===== src/rtl/key_direction_ctrl.sv =====
// Snake-game key handler: button edge detect, pause toggle, pending direction applied on game_tick; auto-repeat under KEY_AUTOREPEAT_EN.
// Latency: press_valid 2 clk edges after first sample of a pressed button; dir_out updates on the game_tick edge.
// Backpressure: none; events are pulses, a newer pending direction overwrites an unconsumed one.
module key_direction_ctrl #(
    parameter int REPEAT_DELAY  = 12500000,
    parameter int REPEAT_PERIOD = 2500000
) (
    input  logic       clk,
    input  logic       rst,
    input  logic       middle,
    input  logic       up,
    input  logic       down,
    input  logic       left,
    input  logic       right,
    input  logic       game_tick,
    output logic       press_valid,
    output logic [2:0] press_code,
    output logic [1:0] dir_out,
    output logic       dir_changed,
    output logic       paused
);

    logic [4:0] keys;
    logic [4:0] s;
    logic [4:0] p;
    logic [4:0] rise;
    logic       ev_vld;
    logic [2:0] ev_code;
    logic       key_vld;
    logic [2:0] key_code;
    logic [1:0] key_dir;
    logic       pend_valid;
    logic [1:0] pend_dir;

    // Bit index equals press_code, so the lowest set bit has the highest priority.
    assign keys = {right, left, down, up, middle};
    assign rise = s & ~p;

    always_comb begin
        ev_vld  = 1'b0;
        ev_code = 3'd0;
        for (int i = 4; i >= 0; i--) begin
            if (rise[i]) begin
                ev_vld  = 1'b1;
                ev_code = 3'(i);
            end
        end
    end

`ifdef KEY_AUTOREPEAT_EN
    localparam int RMAX = (REPEAT_DELAY > REPEAT_PERIOD) ? REPEAT_DELAY : REPEAT_PERIOD;
    localparam int CW   = $clog2(RMAX + 1);

    logic [CW-1:0] rpt_cnt;
    logic          rpt_armed;
    logic          held_one;
    logic          rpt_fire;
    logic [2:0]    rpt_code;

    assign held_one = (s[4:1] != 4'd0) && ((s[4:1] & (s[4:1] - 4'd1)) == 4'd0);
    assign rpt_fire = !ev_vld && held_one &&
                      (rpt_cnt == (rpt_armed ? CW'(REPEAT_PERIOD - 1) : CW'(REPEAT_DELAY - 1)));

    always_comb begin
        rpt_code = 3'd1;
        for (int i = 4; i >= 1; i--) begin
            if (s[i]) begin
                rpt_code = 3'(i);
            end
        end
    end

    // Counting restarts on every fresh edge and whenever the single held key is not alone.
    always_ff @(posedge clk) begin
        if (rst || ev_vld || !held_one) begin
            rpt_cnt   <= '0;
            rpt_armed <= 1'b0;
        end else if (rpt_fire) begin
            rpt_cnt   <= '0;
            rpt_armed <= 1'b1;
        end else begin
            rpt_cnt   <= rpt_cnt + CW'(1);
        end
    end

    assign key_vld  = ev_vld | rpt_fire;
    assign key_code = ev_vld ? ev_code : rpt_code;
`else
    assign key_vld  = ev_vld;
    assign key_code = ev_code;
`endif

    // Codes 1..4 map onto directions 0..3.
    assign key_dir = key_code[1:0] - 2'd1;

    always_ff @(posedge clk) begin
        if (rst) begin
            s           <= 5'd0;
            p           <= 5'd0;
            press_valid <= 1'b0;
            press_code  <= 3'd0;
            dir_out     <= 2'd3;
            dir_changed <= 1'b0;
            paused      <= 1'b0;
            pend_valid  <= 1'b0;
            pend_dir    <= 2'd0;
        end else begin
            s           <= keys;
            p           <= s;
            press_valid <= key_vld;
            dir_changed <= 1'b0;
            if (key_vld) begin
                press_code <= key_code;
            end
            // Reverse check uses dir_out at tick time; same axis means same or reverse.
            if (game_tick && !paused && pend_valid) begin
                pend_valid <= 1'b0;
                if (pend_dir[1] != dir_out[1]) begin
                    dir_out     <= pend_dir;
                    dir_changed <= 1'b1;
                end
            end
            // Placed after the tick so a coinciding event becomes pending for the next tick.
            if (key_vld) begin
                if (key_code == 3'd0) begin
                    paused <= !paused;
                    if (!paused) begin
                        pend_valid <= 1'b0;
                    end
                end else if (!paused) begin
                    pend_valid <= 1'b1;
                    pend_dir   <= key_dir;
                end
            end
        end
    end

endmodule

===== config.mk =====
export PLATFORM = sky130hd
export DESIGN_NAME = key_direction_ctrl
export DESIGN_NICKNAME = d
export VERILOG_FILES = /design/src/rtl/key_direction_ctrl.sv
export SDC_FILE = /design/constraint.sdc
export NUM_CORES = 1
export LEC_CHECK = 0
export ABC_AREA = 0
export ABC_CLOCK_PERIOD_IN_PS = 2700
export CORE_UTILIZATION = 48
export CTS_CLUSTER_DIAMETER = 100
export DETAILED_ROUTE_END_ITERATION = 6
export PLACE_DENSITY = 0.75
export SYNTH_ARGS = -nofsm -noshare
export SYNTH_HDL_FRONTEND = slang
export SYNTH_SLANG_ARGS = --single-unit

===== constraint.sdc =====
create_clock -name clk -period 2.7 [get_ports clk]
set_clock_uncertainty 0.2 [all_clocks]
set_input_delay 0.405 -clock clk [delete_from_list [all_inputs] [get_ports clk]]
set_output_delay 0.405 -clock clk [all_outputs]
set_load 0.05 [all_outputs]

# After elaboration in Yosys (flattened, before gate mapping)
# Index checks and enable logic that the tools add are counted.
[op_classes] bitwise_logic=5 n_eq_ne=1 n_mux=16 n_addsub=1 n_reduce_logical=8
[ops] cell="two-way mux 3 bit" count=5
[ops] cell="two-way mux 1 bit" count=11
[ops] cell="bitwise AND 5 bit" count=1
[ops] cell="NOT 5 bit" count=1
[ops] cell="AND reduction 2 bit" count=2
[ops] cell="zero test 3 bit" count=1
[ops] cell="NOT 1 bit" count=3
[ops] cell="AND reduction 3 bit" count=1
[ops] cell="logical AND 1 bit" count=2
[ops] cell="OR reduction 2 bit" count=1
[ops] cell="subtractor 2 x 1 -> 2 bit (second input constant)" count=1
[ops] cell="zero test 1 bit" count=1
[ops] cell="inequality test 1 bit" count=1
[word_totals] regBits=21 out_inout_bits=8 wordCells=40

# Logic depth before layout (Yosys ltp)
# Gate-level depths: netlist of run 1.
[logic_depth] word_depth=10 ltp_mapped=8

# Least setup slack after synthesis of run 1
# Ideal clock, no wire load.
[synth_path] path_kind="flip-flop to flip-flop" start="register s[2]" end="register pend_dir[0]" setup_slack_ps=751 arrival_time_ps=1628 setup_ps=121 path_stages_with_launch=9 required_time_ps=2379 synth_period_minus_slack_ps=1949 n_path_buf=0 cell_sequence="dfxtp_1 nor2b_1 nand2b_1 nand3_1 ha_1 nor2_1 o41a_1 a21o_1 mux2_4"
[synth_via] elab_chain_len=7 word_cells_on_any_way=11
[synth_rtl] item="start: declaration" line_no="24" rtl="logic [4:0] s;"
[synth_rtl] item="start signal: assignment" line_no="108" rtl="s <= keys;"
[synth_rtl] item="bitwise AND 5 bit *" line_no="37" rtl="assign rise = s & ~p;"
[synth_rtl] item="two-way mux 3 bit (3 in series)" line_no="43" rtl="if (rise[i]) begin"
[synth_rtl] item="zero test 3 bit" line_no="125" rtl="if (key_code == 3'd0) begin"
[synth_rtl] item="NOT 1 bit (no source line)"
[synth_rtl] item="AND reduction 3 bit (no source line)"
[synth_rtl] item="end signal: assignment" line_no="132" rtl="pend_dir <= key_dir;"
[synth_rtl] item="end: declaration" line_no="33" rtl="logic [1:0] pend_dir;"
# Mark *: on every way between the ends. The rest lies on a longest branch, timed or not.
# A chain may end at the register's enable or synchronous reset.

# Worst setup path in the final report of run 1
[layout_path] start="register paused" end="output paused"
[layout_lines] item="start: declaration" line_no="20" rtl="output logic paused"
[layout_lines] item="start signal: assignment" line_no="126" rtl="paused <= !paused;"
# No word-level cell between the ends.

==> results by group, run 1 <==
Timing
  • Final Critical Period: 2.16 ns
  • Worst-Margin Slew: 0.519 ns
  • Final worst slack: 0.539 ns
  • Maximum clock rate: 463 MHz
  • RSZ-0062 raised after global routing: false
  • Final Max Slew Viols: 0
  • Final hold viol count: 0
  • Rel. slew slack: around 65%
  • Final TNS setup: 0 ns
  • Final Setup Violations: 0
  • Final Cycle Share: 80.0%

GRT
  • Initial antenna violation count: 0
  • Total Routing Usage GR: 15.9%
  • Maximum number of pins on one net before global-route repair: 12
  • Number of global-route vias before repair: 538
  • Gr ovfl total: 0
  • First-pass GRT wire length: 2.19 mm

Clocking
  • CTS tree: built
  • Post-CTS Setup Inserts: 0
  • Clock Path Buffers: 2
  • Latest clock arrival within the worst-skew pair: 0.30 ns
  • Post-CTS Resized: 0
  • Clk sinks: 21
  • Num CTS Buffers: 3
  • Root buffer cell: clkbuf_4
  • CTS H-tree depth: 1
  • Worst-path clk slew: 0.11 ns
  • Post-CTS Hold Fix Bufs: 0

Power
  • Power per cell area: about 640 nW/µm²
  • Logic gate share of total power: 22.0%
  • Clock share of power: 23.3%
  • LEAKAGE: between 0.4 and 0.5 nW
  • Switching power: 0.184 mW
  • Pint: about 0.45 mW
  • Peak supply drop: 0.344 mV
  • Sequential share of power: roughly 55%
  • Switching share of total power: 28.8%

Layout
  • # fillers: 134
  • Multi-input gate area: 372 µm²
  • Nets: 106
  • Ant diodes: 0
  • Finished Core Util: 65.1%
  • FF+latch area: between 400 and 500 µm²
  • Commonest cells after routing, fill and taps aside: dfxtp_1, clkdlybuf4s50_1, nor2b_1
  • Layout cell share with drive strength beyond 1: 8.33%
  • Synthesis-to-finish area growth: 24.3%
  • Most common cell after layout, fill and taps aside: dfxtp_1

Die
  • IO Pins: 16
  • DIE AREA: approximately 1800 µm²
  • Floorplan row count: 14
  • Chip Height: roughly 43 µm
  • Effective utilization at floorplan: roughly 52%
  • Width of the die: 43.0 µm
  • Area of the core: ~1500 µm²

Placed design
  • Placer congestion estimate: between 0.7 and 0.8
  • Place WS: 0.600 ns
  • PortBufs: 15
  • Post-DP HPWL: 982 µm

Setup path
  • Crit-path slowest cell: clkdlybuf4s50_1
  • FF-to-FF setup slack: 0.56 ns
  • Family with the most delay on the worst path: buffers and inverters
  • Worst R2R End: pend_dir[0]
  • Crit path arrival time: 1.56 ns
  • CP required: 2.10 ns
  • Crit-path cells: clkdlybuf4s50_1
  • CP Class: flop to output port
  • CP Launch Type: flop
  • Reg2Reg Depth: 8
  • Max stage delay on crit path: slightly above 0.8 ns
  • Maximum fanout along the worst path: 6
  • CP Capture Type: output port
  • Buf/Inv on CP: 1
  • R2r startpoint: s[2]

Synth
  • Synth unique cells: 30
  • Post-Syn Area: 807 µm²
  • Syn nets: 87
  • Cells after Synth: 78
  • Register area share after synthesis: 52.1%
  • Yosys reg bits: 21
  • Synth warn: 0
  • Avg Cell Area, Syn: 10.3 µm²

Routing
  • Final WL: 1.31 mm
  • Iteration-0 DRC Markers: 2
  • Vias: 586
  • Remaining DRCs: 0
  • DR WL/cell: 11.7 µm
  • Routed vias/inst: around 5.2
  • Drt pass-1 iters: 4
  • Final ANT Viol Nets: 0

Min path
  • Min-delay worst type: flop to flop
  • Hold_sp: s[2]
  • Hold EP: p[2]
  • WHS Path Cells: 1

Run status
  • Status: finished, final reports clean

Flow run
  • Maximum Capacitance Violations: 0
[metal layers]
metal,vias to the layer above,global-route usage [%],wire (µm)
li1,302,-,-
met1,269,18.8,625
met2,13,27.9,627
met3,2,3.83,46
met4,0,5.45,9
met5,-,0,0
[cell type report]
| class | instances | area share (%) |
|---|---|---|
| inverters | 2 | 0.748 |
| well taps | 16 | 2.00 |
| repair buffers | 16 | 15.7 |
| clock buffers | 4 | 2.62 |
| flip-flops and latches | 21 | 41.9 |
| multi-input cells | 53 | 37.0 |
[synth_stat cells]
master    number  area share [%]
a211oi_1       2             1.9
a21o_1         1            0.93
a21oi_1        4             2.5
and2_1         1            0.78
and3_1         1            0.78
and3b_1        1             1.1
clkbuf_1       2            0.93
dfxtp_1       21              52
ha_1           1             1.6
inv_1          2            0.93
mux2_4         1             1.9
mux2i_1        1             1.2
nand2_1        2            0.93
nand2b_1       5             3.9
nand3_1        2             1.2
nand3b_1       1            0.93
nor2_1         4             1.9
nor2b_1       12             9.3
nor2b_4        2             3.4
nor3_1         1            0.62
nor4_1         1            0.78
nor4_2         1             1.6
o21ai_0        2             1.2
o311ai_0       1             1.1
o31a_1         1             1.1
o41a_1         1             1.4
o41ai_1        1             1.1
or2b_1         1            0.93
xnor2_1        1             1.1
xor2_1         1             1.1
[registers in the layout, indices dropped and copies added (netlist names)]
| register | flops |
|---|---|
| p | 5 |
| press_valid | 1 |
| paused | 1 |
| press_code | 3 |
| s | 5 |
| pend_valid | 1 |
| pend_dir | 2 |
| dir_changed | 1 |
| dir_out | 2 |
[worst reg2reg max path: stages (launching register included)]
cell and delay (ns):
dfxtp_1 0.33, nor2b_1 0.30, nand2b_1 0.18, nand3_1 0.10
ha_1 0.21, nor2_1 0.09, o41a_1 0.18, a21o_1 0.15
mux2_4 0.31
[power groups by stage]
stage,clock network (mW),registers (mW),logic (mW)
after floorplan,0,0.387,0.0658
after global placement,0,0.355,0.138
after detailed placement,0,0.356,0.141
after CTS,0.149,0.349,0.142
after global routing,0.161,0.352,0.152
final,0.148,0.349,0.140
[worst max-delay path by stage]
stage	start	endpoint	slack, ns	depth (start not counted)
final	paused	paused	0.54	1
after floorplan	s[2]	pend_dir[0]	0.75	8
after detailed placement	s[2]	pend_dir[0]	0.60	8
after global routing	s[2]	pend_dir[0]	0.44	8
after global placement	s[2]	pend_dir[0]	0.69	8
after CTS	paused	paused	0.53	1
[per-stage QoR]
stage	std cells	hold WS (ns)	power (mW)	cell area [µm²]
finish	112	0.267	0.637	1000
global route	112	0.277	0.665	1000
CTS	112	0.269	0.640	1000
detailed placement	108	0.249	0.497	977
global placement	108	0.246	0.493	977
floorplan	78	0.230	0.453	807
[cells by family (layout without fill, tap and decap cells)]
kind of cell	count (synthesis)	after routing	synth area share, %
fa+ha+maj	1	1	1.55
xor+xnor	2	2	2.17
mux	2	2	3.10
flops	21	21	52.1
compound gates	13	13	11.2
buf+inv	4	22	1.86
simple gates	35	35	28.1
(Power assumes the default switching activity.)
==> run 2, diff against run 1 <==
- ABC_CLOCK_PERIOD_IN_PS: 2700 -> 2150
- clock period: 2.7 -> 2.15 ns (I/O delays scaled with it)
==> results by group, run 2 (same netlist as run 1, synthesis figures left out) <==
Routing
  • Iteration-0 DRC Markers: 6
  • Final ANT Viol Nets: 0
  • Routed vias/inst: 5.28
  • Final WL: 1.32 mm
  • DR WL/cell: between 10 and 15 µm
  • Drt pass-1 iters: 5
  • Remaining DRCs: 0
  • Vias: 597

Die
  • Area of the core: 1540 µm²
  • Floorplan row count: 14
  • DIE AREA: 1850 µm²
  • Width of the die: 43.0 µm
  • Effective utilization at floorplan: 52.4%
  • Chip Height: about 43 µm
  • IO Pins: 16

Power
  • Sequential share of power: 54.8%
  • Peak supply drop: 0.494 mV
  • Pint: 0.573 mW
  • Logic gate share of total power: between 20 and 25%
  • LEAKAGE: ~0.43 nW
  • Switching share of total power: between 20% and 30%
  • Clock share of power: 22.7%
  • Switching power: 0.229 mW
  • Power per cell area: 785 nW/µm²

Layout
  • # fillers: 150
  • Ant diodes: 0
  • Final instance area: 1020 µm²
  • Most common cell after layout, fill and taps aside: dfxtp_1
  • Final non-filler cell total: 113
  • Layout cell share with drive strength beyond 1: 10.3%
  • Synthesis-to-finish area growth: 26.5%
  • Largest regs: p (5), s (5), press_code (3)
  • Nets: 107
  • Commonest cells after routing, fill and taps aside: dfxtp_1, clkdlybuf4s50_1, nor2b_1

Clocking
  • CTS H-tree depth: 1
  • Clock Path Buffers: 2
  • CTS tree: built
  • Clk sinks: 21
  • Worst-path clk slew: 0.11 ns
  • Latest clock arrival within the worst-skew pair: 0.29 ns
  • Num CTS Buffers: 3
  • Root buffer cell: clkbuf_4

Setup path
  • CP Capture Type: output port
  • CP Launch Type: flop
  • Buf/Inv on CP: 1
  • CP Class: flop to output port
  • Family with the most delay on the worst path: buffers and inverters
  • Max stage delay on crit path: 0.81 ns
  • Maximum fanout along the worst path: 3
  • Crit-path cells: clkdlybuf4s50_1
  • Crit path arrival time: 1.49 ns
  • CP required: around 1.6 ns
  • CP startpoint: dir_out[1]
  • R2r startpoint: p[3]
  • Crit-path slowest cell: clkdlybuf4s50_1

GRT
  • Met2 Usage GRT: between 20% and 30%
  • GRT Max-Usage Layer: met2
  • Gr ovfl total: 0
  • Initial antenna violation count: 0
  • Number of global-route vias before repair: approximately 520
  • Routing usage on met1: 18.4%
  • Met3 Usage GRT: 3.83%
  • Maximum number of pins on one net before global-route repair: 12
  • Total Routing Usage GR: 15.3%
  • First-pass GRT wire length: 2.13 mm

Timing
  • Final Cycle Share: 93.6%
  • Final Setup Violations: 0
  • RSZ-0062 raised after global routing: false
  • Final worst slack: 0.138 ns
  • Maximum clock rate: 497 MHz
  • Final TNS setup: 0 ns
  • Rel. slew slack: between 60% and 70%
  • Final hold viol count: 0
  • Final Max Slew Viols: 0
  • Final Critical Period: 2.01 ns
  • Worst-Margin Slew: 0.550 ns
  • Worst hold slack: 0.269 ns

Min path
  • Min-delay worst type: flop to flop
  • Hold_sp: press_code[0]

Placed design
  • Placer congestion estimate: around 0.75
  • PortBufs: 15
  • Placed Cells: around 110
  • Place WS: slightly above 0.06 ns
  • Post-DP HPWL: about 990 µm
  • Post-DP Area: 985 µm²

Flow run
  • Maximum Capacitance Violations: 0

Run status
  • Status: finished, final reports clean
-- run 2: cell types whose count changed in the layout (fill, tap and decap cells not counted), sizes merged --
| cell | before | now |
|---|---|---|
| buf | 1 | 2 |
| dlymetal6s2s | 0 | 1 |
| clkdlybuf4s50 | 15 | 14 |
-- run 2: cell type report --
cell class	instances	area [µm²]	area share, %
clock buffers	4	26.3	2.57
inverters	2	7.51	0.735
well taps	16	20.0	1.96
repair buffers	17	168	16.4
multi-input cells	53	379	37.1
flip-flops and latches	21	420	41.2
-- run 2: path summary, 6_finish.rpt --
path | end | slack, ns | cells past startpoint
max | dir_out[1] | 0.14 | 1
min | press_code[0] | 0.27 | 2
max reg2reg | pend_dir[0] | 0.16 | 8
min reg2reg | press_code[0] | 0.27 | 2
-- run 2: power groups by stage --
stage | Sequential (mW) | Combinational, mW | Clock (mW)
final | 0.439 | 0.181 | 0.182
after global placement | 0.446 | 0.176 | 0
after CTS | 0.439 | 0.181 | 0.187
after floorplan | 0.486 | 0.0827 | 0
after detailed placement | 0.448 | 0.180 | 0
after global routing | 0.443 | 0.195 | 0.202
-- run 2: what timing repair did --
item	CTS	global route
gates resized for setup	0	4
endpoints found under the setup margin	0	3
hold buffers	0	0
buffers inserted	0	0
-- run 2: per-layer routing --
metal	wire length, µm	share of wire (%)
met1	641	49
met2	610	46
met3	44	3.3
met4	23	1.7
met5	0	0
-- run 2: metrics by stage --
stage	total power, mW	util [%]
2_1_floorplan	0.569	-
3_3_place_gp	0.622	63.9
3_5_place_dp	0.628	63.9
4_1_cts	0.807	65.6
5_1_grt	0.841	66.2
6_report	0.802	66.2
==> run 3, diff against run 2 <==
- SETUP_SLACK_MARGIN: not set -> 0.02
==> results of run 3 <==
No change in the layout: final DEF, timing and power equal those of run 2.
